**config.mk**
```make
export PLATFORM = sky130hd
export DESIGN_NAME = avg_obuf
export DESIGN_NICKNAME = d
export VERILOG_FILES = /design/src/rtl/avg_obuf.sv
export SDC_FILE = /design/constraint.sdc
export NUM_CORES = 1
export LEC_CHECK = 0
export ABC_AREA = 1
export CELL_PAD_IN_SITES_DETAIL_PLACEMENT = 1
export CELL_PAD_IN_SITES_GLOBAL_PLACEMENT = 1
export CORE_MARGIN = 2
export CORE_UTILIZATION = 46
export CTS_BUF_LIST = sky130_fd_sc_hd__clkbuf_4
export CTS_CLUSTER_DIAMETER = 120
export DETAILED_ROUTE_END_ITERATION = 7
export HOLD_SLACK_MARGIN = 0.03
export MAX_ROUTING_LAYER = met4
export PLACE_DENSITY = 0.8
export SLEW_MARGIN = 25
export SYNTH_ARGS = -nofsm -noshare
export SYNTH_HDL_FRONTEND = slang
export SYNTH_SLANG_ARGS = --single-unit
```
**constraint.sdc**
```tcl
create_clock -name clk -period 2.05 [get_ports clk]
set_input_delay 0.5125 -clock clk [delete_from_list [all_inputs] [get_ports clk]]
set_output_delay 0.5125 -clock clk [all_outputs]
set_load 0.02 [all_outputs]
```
**src/rtl/avg_obuf.sv**
```systemverilog
// Output elastic buffer for the moving-average datapath.
// A first-word-fall-through FIFO captures every qualified averager word and
// lets a slower consumer drain it through a valid/ack handshake. Words that
// arrive while the FIFO is full and not being drained are dropped. Drops are
// reported through a sticky flag and a saturating drop counter.
module avg_obuf #(
  parameter int unsigned DW = 16,
  parameter int unsigned AW = 4
) (
  input  logic          clk,
  input  logic          reset,
  input  logic [DW-1:0] din,
  input  logic          din_vld,
  output logic [DW-1:0] out_data,
  output logic          out_valid,
  input  logic          out_ack,
  output logic [AW:0]   count,
  output logic          full,
  output logic          empty,
  output logic          ovf,
  input  logic          ovf_clr,
  output logic [7:0]    drop_cnt
);

  localparam int unsigned Depth   = 2 ** AW;
  localparam logic [AW:0] FullCnt = {1'b1, {AW{1'b0}}};

  logic [DW-1:0] mem_q [Depth];
  logic [AW-1:0] wr_ptr_q, rd_ptr_q;
  logic [AW:0]   count_q;
  logic          ovf_q;
  logic [7:0]    drop_cnt_q;

  logic pop, push, drop;

  // Handshake decode; a pop frees the slot that a push into a full FIFO uses.
  always_comb begin
    pop  = ~empty & out_ack;
    push = din_vld & (~full | pop);
    drop = din_vld & full & ~pop;
  end

  // Storage array; contents survive reset, only the pointers are cleared.
  always_ff @(posedge clk) begin
    if (reset && push) begin
      mem_q[wr_ptr_q] <= din;
    end
  end

  // Pointers and occupancy.
  always_ff @(posedge clk) begin
    if (!reset) begin
      wr_ptr_q <= '0;
      rd_ptr_q <= '0;
      count_q  <= '0;
    end else begin
      if (push) wr_ptr_q <= wr_ptr_q + AW'(1);
      if (pop)  rd_ptr_q <= rd_ptr_q + AW'(1);
      if (push && !pop) begin
        count_q <= count_q + (AW + 1)'(1);
      end else if (pop && !push) begin
        count_q <= count_q - (AW + 1)'(1);
      end
    end
  end

  // Overflow reporting; a drop in the same cycle as a clear wins.
  always_ff @(posedge clk) begin
    if (!reset) begin
      ovf_q      <= 1'b0;
      drop_cnt_q <= '0;
    end else if (drop) begin
      ovf_q <= 1'b1;
      if (ovf_clr) begin
        drop_cnt_q <= 8'd1;
      end else if (drop_cnt_q != 8'hff) begin
        drop_cnt_q <= drop_cnt_q + 8'd1;
      end
    end else if (ovf_clr) begin
      ovf_q      <= 1'b0;
      drop_cnt_q <= '0;
    end
  end

  // Output decode from registered state only.
  always_comb begin
    out_data  = mem_q[rd_ptr_q];
    count     = count_q;
    full      = (count_q == FullCnt);
    empty     = (count_q == '0);
    out_valid = ~empty;
    ovf       = ovf_q;
    drop_cnt  = drop_cnt_q;
  end

endmodule

```
==> results.cfg, run 1 <==
[run_status]
outcome = complete, but fails checks
violations = setup timing

[clock_network]
cts_buffer_depth = 3
root_buffer = clkbuf_4
insertion_delay_ns = 0.72
cts_made_buffers = 74
clk_pin_slew_ns = 0.06
cts_sinks = 282
cts_tree = built
htreeDepth = 3

[synthesis]
synthSimpleGateAreaFrac_pct = 10.4
synth_fa_ha_area_share_pct = 1.23
synth_xor_xnor_area_share_pct = 0.444
syn-mean-instance-area_um2 = 11.7
synthMuxAreaShare_pct = 0
yosysTopAreaCell = edfxtp_1
netlist_area_um2 = 11800
synth_flop_cell = edfxtp_1
synth.most_common_cell = edfxtp_1
ys_types = 25
synth_top_area_share_pct = 64.9
async_flop_share_pct = 0
synth_top_family_by_area = compound AO/OA/AOI/OAI gates
synth_seq_cells = 282
yosys-top-cells-area = edfxtp_1, inv_1, nand3_1
syn-instance-count = 1015
synth_compound_area_share_pct = 10.9
yosys-top-cells-count = edfxtp_1, inv_1, nand2_1
yosysWarnings = 0
synth.yosys.seq_area_share_pct = 69.3
synth.net_count = 1047
synth_edf_count = 256

[final_layout]
nets = 1223
area_growth_pct = 28.0
seqCellArea_um2 = 8230
multi_input_area_um2 = 3140
nFillCells = 2579
final_core_util_pct = 60.0
final_design_area_no_fill_um2 = 15200
drive_above_1_share_pct = 27.5

[timing]
period_share_pct = 143
skew_ns = 0.0742
clock.fmax_mhz = 341
tightest_slew_ns = 0.656
relSlewSlack_pct = 56.1
hold-worst-slack_ns = 0.480
rsz0062_at_grt = true
totalNegativeSetupSlack_ns = -10.64
period_needed_ns = 2.93
hold_viol = 0
slew_viol_final = 0
finalSetupViolCount = 16
fin_ws_ns = -0.878

[flow_run]
max_cap_violations = 0

[global_routing]
grt_pass1_wl_um = 57100
overflow = 0
grt_max_degree = 43
grt_pass1_vias = 9663
track_usage_pct = 29.6
antenna_found_initial = 1

[min_path]
min-delay-start = ovf
min_path_type = register to register

[setup_path]
crit_type = register to primary output
crit_chain = buf_12, buf_12, buf_16, a21oi_1, o21ai_1, nand3_1, nand3_2, nand2_2, buf_6
slowest_delay_ns = 0.38
endpoint_kind = primary output
slowest_stage = dfxtp_4
worstReg2RegStart = count[2]
path_max_fanout = 6
crit_path_frequent_cell = buf_12
required_ns = 1.54
cp.arrival_ns = 2.42
critPathLaunchType = register

[floorplanning]
core_area_um2 = 25300
start_util_pct = 46.9
fp.dieW_um = 164
die_h_um = 164
die-area_um2 = 27000
fp-row-count = 58
io_pins = 54

[drt]
ant_nets = 0
first_pass_iters = 5
vias_per_cell = 5.90
initialDrtViolationCount = 966
detail_route.wl_per_cell_um = 26.1
drc = 0
wl_um = 40800
dr_total_vias = 9223

[power]
irDropWorstVdd_mv = 0.603
p_total_uw = 17000
power_leakage_uw = 0.00570
p_per_area_nw_per_um2 = 1120

[placed_design]
placed_cell_area_um2 = 13400
io_buffers = 53
globalplace.congestion = 0.855
dp_hpwl_um = 20200
==> what timing repair did <==
| action | CTS | global route |
|---|---|---|
| endpoints found under the hold margin | 0 | 0 |
| pin swaps | 44 | 67 |
| gates resized for setup | 196 | 69 |
| setup buffers | 9 | 4 |
| hold buffers | 0 | 0 |
| setup endpoints to repair | 33 | 24 |
| cloned | 7 | 5 |
==> logic make-up (layout without fill, tap and decap cells) <==
logic type | count (synthesis) | count (layout)
flip-flops | 282 | 282
other | 0 | 1
adder cells (fa/ha/maj) | 11 | 11
XOR/XNOR | 6 | 6
buffers and inverters | 210 | 428
AO/OA/AOI/OAI | 226 | 226
AND/OR/NAND/NOR | 280 | 280
==> layout by cell type (no fill, tap or decap), types with 11 or more instances in the layout <==
cell	count
clkbuf_4	105
nand3_1	94
a21oi_2	23
dfxtp_1	19
buf_6	22
nor2_1	21
nand2_2	15
o211ai_1	64
dlygate4sd2_1	11
o21ai_1	35
edfxtp_1	256
o21ai_0	34
nand3_2	21
nand2_1	103
clkdlybuf4s50_1	20
inv_1	154
buf_4	55
nor2_2	16
a21oi_1	59
buf_12	29
==> per-layer routing <==
| layer | track usage (%) | wire length [µm] |
|---|---|---|
| met1 | 35.1 | 15100 |
| met2 | 48.9 | 20200 |
| met3 | 5.93 | 3680 |
| met4 | 14.1 | 1850 |
| met5 | - | 0 |
==> layout make-up <==
type                    count  share of cell area [%]
flip-flops and latches    282                    54.3
multi-input cells         523                    20.7
repair buffers            155                    12.7
clock buffers             105                    5.20
inverters                 155                    3.85
well taps                 330                    2.72
clock inverters            13                   0.512
diodes                      1                  0.0165
==> critical path: cells and delay by family, from the launching register on <==
kind | cells | cell delay (ns)
buf+inv | 4 | 0.57
compound gates | 2 | 0.41
simple gates | 3 | 0.39
flops | 1 | 0.38
==> power breakdown <==
part           internal [µW]  switching [µW]  leakage (µW)  total (µW)
Clock                   2360            2560      0.000516        4920
Sequential              6420             148       0.00252        6570
Combinational           2390            3160       0.00266        5550
==> state kept, by name (all words and copies together), names as in the netlist, named ones only <==
name / flops
mem_q: 256
drop_cnt: 8
count: 5
rd_ptr_q: 4
wr_ptr_q: 4
ovf: 1
==> final timing paths <==
| kind | endpoint | slack [ns] | depth (start not counted) |
|---|---|---|---|
| max | out_data[8] | -0.88 | 9 |
| min | ovf | 0.48 | 2 |
| max reg2reg | count[3] | 0.11 | 13 |
| min reg2reg | ovf | 0.48 | 2 |
==> metrics by stage <==
stage | cells | setup WS [ns]
detailed placement | 1421 | -0.436
floorplan | 1015 | -0.00610
global placement | 1421 | -0.362
CTS | 1555 | -0.673
finish | 1564 | -0.878
global route | 1564 | -0.944
No activity file was read; power rests on OpenSTA's default activity.
==> inputs of run 2 (changes only) <==
Settings changed: CORE_MARGIN 2 to not set.
==> results.cfg, run 2 (same netlist as run 1, synthesis figures left out) <==
[run_status]
outcome = complete, but fails checks
violations = setup timing

[clock_network]
cts_made_buffers = 72
htreeDepth = 3
cts_sinks = 282
root_buffer = clkbuf_4
insertion_delay_ns = 0.73
cts_tree = built
cts_buffer_depth = 3
clk_pin_slew_ns = 0.07

[placed_design]
globalplace.congestion = 0.843
io_buffers = 53
post-place-ws_ns = -0.469
dp_hpwl_um = 19600

[floorplanning]
start_util_pct = 47.0
core_area_um2 = 25200
die-area_um2 = 26400
die_h_um = 162
fp-row-count = 58
io_pins = 54
fp.dieW_um = 162

[setup_path]
endpoint_kind = primary output
crit_type = register to primary output
crit_chain = buf_4, buf_12, buf_8, o211ai_1, nand3_2, nand3_2, nand2_2, buf_6
slowest_delay_ns = 0.39
required_ns = 1.54
slowest_stage = dfxtp_4
cp.buffers_inverters = 4
critPathLaunchType = register
crit_family = buffers and inverters
crit_path_frequent_cell = nand3_2
path_max_fanout = 13
cp.arrival_ns = 2.36

[global_routing]
antenna_found_initial = 1
grt_pass1_vias = 9481
overflow = 0
grt_max_degree = 39
track_usage_pct = 29.3
grt_pass1_wl_um = 55100

[drt]
wl_um = 39100
dr_total_vias = 9074
initialDrtViolationCount = 801
detail_route.wl_per_cell_um = 24.9
drc = 0
ant_nets = 0
vias_per_cell = 5.78
first_pass_iters = 5

[timing]
rsz0062_at_grt = true
period_needed_ns = 2.87
relSlewSlack_pct = 53.7
hold_viol = 0
skew_ns = 0.0814
finalSetupViolCount = 16
fin_ws_ns = -0.823
tightest_slew_ns = 0.692
slew_viol_final = 0
clock.fmax_mhz = 348
hold-worst-slack_ns = 0.488
period_share_pct = 140

[final_layout]
nFillCells = 2533
nets = 1220
largest_register_ffs = 256
final_common_cell = edfxtp_1
drive_above_1_share_pct = 29.6
final_cell_mix = edfxtp_1, inv_1, clkbuf_4
final_core_util_pct = 61.0
max_flop_register = mem_q
area_growth_pct = 29.8

[power]
p_per_area_nw_per_um2 = 1130
power_leakage_uw = 0.00576
irDropWorstVdd_mv = 0.629

[flow_run]
max_cap_violations = 0

[min_path]
min_path_type = register to register
-- run 2: worst paths after layout --
check	start	to	slack [ns]	depth (start not counted)
max	register	out_data[10]	-0.82	8
min	ovf	ovf	0.49	2
max reg2reg	count[3]	mem_q[14][4]	0.03	10
min reg2reg	ovf	ovf	0.49	2
-- run 2: cell type report --
class | count | area [µm²] | share of cell area [%]
Sequential cell | 282 | 8220 | 53.5
Multi-Input combinational cell | 523 | 3260 | 21.2
Timing Repair Buffer | 154 | 1950 | 12.7
Clock buffer | 106 | 796 | 5.18
Inverter | 155 | 587 | 3.82
Tap cell | 330 | 413 | 2.69
Clock inverter | 18 | 128 | 0.831
Antenna cell | 1 | 2.50 | 0.0163
-- run 2: power breakdown --
part | internal (µW) | switching, µW | total, µW | leakage (µW)
clock network | 2620 | 2500 | 5120 | 0.000554
registers | 6420 | 138 | 6550 | 0.00252
logic | 2530 | 3210 | 5740 | 0.00268
-- run 2: routing by layer --
metal	GRT usage (%)	wire length, µm	vias to the layer above
met4	13.7	1590	0
met3	6.04	2830	137
li1	-	-	3948
met1	33.1	14500	4542
met2	49.7	20200	447
met5	-	0	-
-- run 2: timing repair --
item,CTS,global route
setup buffers,11,5
pin swaps,31,33
resized for setup,221,90
hold buffers,0,0
endpoints found under the setup margin,35,27
gates cloned,7,5
endpoints found under the hold margin,0,0
-- run 2: worst register-to-register path, stage by stage (launching register included) --
cell and delay (ns):
dfxtp_2 0.35, nor2_4 0.05, buf_6 0.11, nand3_4 0.09, nor2_4 0.05, nor2_4 0.12
buf_4 0.12, buf_4 0.15, nand2_1 0.20, nor2_2 0.25, buf_4 0.23
-- run 2: through the flow --
step / power, µW / instance area (µm²) / cells / TNS (ns)
4_1_cts: 16500 / 14900 / 1558 / -9.78
2_1_floorplan: 9090 / 11900 / 1015 / -0.00610
3_5_place_dp: 10800 / 13400 / 1416 / -60.19
5_1_grt: 18100 / 15400 / 1569 / -12.25
3_3_place_gp: 10600 / 13400 / 1416 / -35.63
6_report: 17400 / 15400 / 1569 / -10.44
==> inputs of run 3 (changes only) <==
Settings changed: CTS_BUF_LIST sky130_fd_sc_hd__clkbuf_4 to sky130_fd_sc_hd__clkbuf_2, RECOVER_POWER set to 100.
==> results.cfg, run 3 (same netlist as run 1, synthesis figures left out) <==
[run_status]
outcome = complete, but fails checks
violations = setup timing

[final_layout]
nFillCells = 2595
layout.cells.non_filler = 1576
nets = 1233
area_growth_pct = 27.7
drive_above_1_share_pct = 29.6
final_cell_mix = edfxtp_1, inv_1, clkbuf_2
largest_register_ffs = 256
final_common_cell = edfxtp_1
final_design_area_no_fill_um2 = 15100
max_flop_register = mem_q

[timing]
tightest_slew_ns = 0.707
finalSetupViolCount = 279
relSlewSlack_pct = 52.7
skew_ns = 0.0775
period_needed_ns = 2.92
hold-worst-slack_ns = 0.411
period_share_pct = 142
hold_viol = 0
clock.fmax_mhz = 342
slew_viol_final = 0
fin_ws_ns = -0.871
totalNegativeSetupSlack_ns = -41.08
rsz0062_at_grt = true

[clock_network]
htreeDepth = 3
cts_made_buffers = 71
cts_hold_buf = 0
cts_tree = built
clk_pin_slew_ns = 0.10
cts_buffer_depth = 3
cts_sinks = 282
insertion_delay_ns = 0.84
root_buffer = clkbuf_2

[global_routing]
grt_pass1_wl_um = 52900
grt_pass1_vias = 9283
overflow = 0
antenna_found_initial = 1
grt_max_degree = 37
track_usage_pct = 27.8

[floorplanning]
core_area_um2 = 25200
fp.dieW_um = 162
die_h_um = 162
fp-row-count = 58
start_util_pct = 47.0
die-area_um2 = 26400
io_pins = 54

[placed_design]
globalplace.congestion = 0.843
post-place-ws_ns = -0.469
io_buffers = 53
placed_cell_area_um2 = 13400
dp_hpwl_um = 19600
place_inst = 1416

[setup_path]
critPathLaunchType = register
endpoint_kind = primary output
crit_type = register to primary output
required_ns = 1.54
rr_worst_depth = 14
path_max_fanout = 7
cp.arrival_ns = 2.41
crit_path_frequent_cell = buf_12
slowest_delay_ns = 0.37
worst-path-stages = 9
slowest_stage = dfxtp_4
cp.buffers_inverters = 5
crit_chain = buf_12, buf_8, buf_12, buf_12, o211ai_1, nand3_1, nand3_2, nand2_2, buf_6
crit_family = buffers and inverters

[min_path]
hold_depth = 4
min_path_type = input pin to register

[drt]
initialDrtViolationCount = 829
vias_per_cell = 5.68
ant_nets = 0
detail_route.wl_per_cell_um = 23.7
drc = 0
dr_total_vias = 8954
first_pass_iters = 7
wl_um = 37400

[power]
p_per_area_nw_per_um2 = 1080
power_leakage_uw = 0.00570
irDropWorstVdd_mv = 0.594

[flow_run]
max_cap_violations = 0
run 3: layout make-up:
type	count	area (µm²)	share of cell area, %
Multi-Input combinational cell	523	3160	20.9
Clock buffer	101	505	3.34
Timing Repair Buffer	168	2110	14.0
Tap cell	330	413	2.73
Clock inverter	16	114	0.753
Sequential cell	282	8230	54.4
Antenna cell	1	2.50	0.0165
Inverter	155	587	3.88
run 3: tightest hold or removal path, delay by kind of cell:
family	cells	cell delay (ns)
AOI/OAI and AO/OA	1	0.06
and+or+nand+nor	2	0.11
buffers and inverters	1	0.51
run 3: worst paths after layout:
check	from	to	slack, ns
worst max register to register	count[0]	count[4]	-0.22
worst min register to register	rd_ptr_q[2]	register	0.49
worst min-delay path	ovf_clr	drop_cnt[4]	0.41
worst max-delay path	register	out_data[10]	-0.87
run 3: routing by layer:
layer,vias up,share of wire (%),wire [µm],global-route usage (%)
met5,-,0,0,-
met4,0,3.4,1270,11.0
met3,108,6.9,2580,4.89
met2,410,51,19200,47.8
met1,4471,38,14300,32.2
li1,3965,-,-,-
run 3: where the power goes:
| group | internal, µW | switching [µW] | total (µW) |
|---|---|---|---|
| logic | 2660 | 3180 | 5840 |
| registers | 6410 | 123 | 6530 |
| clock network | 1550 | 2350 | 3900 |
run 3: repair_timing:
action | CTS | global route
gates resized for setup | 275 | 73
cloned | 6 | 9
setup endpoints to repair | 35 | 24
pin swaps | 52 | 43
buffers inserted | 18 | 12
run 3: per-stage QoR:
step | power, µW | util, %
2_1_floorplan | 9090 | -
3_3_place_gp | 10600 | 53.3
3_5_place_dp | 10800 | 53.3
4_1_cts | 15500 | 58.3
5_1_grt | 17000 | 60.1
6_report | 16300 | 60.1
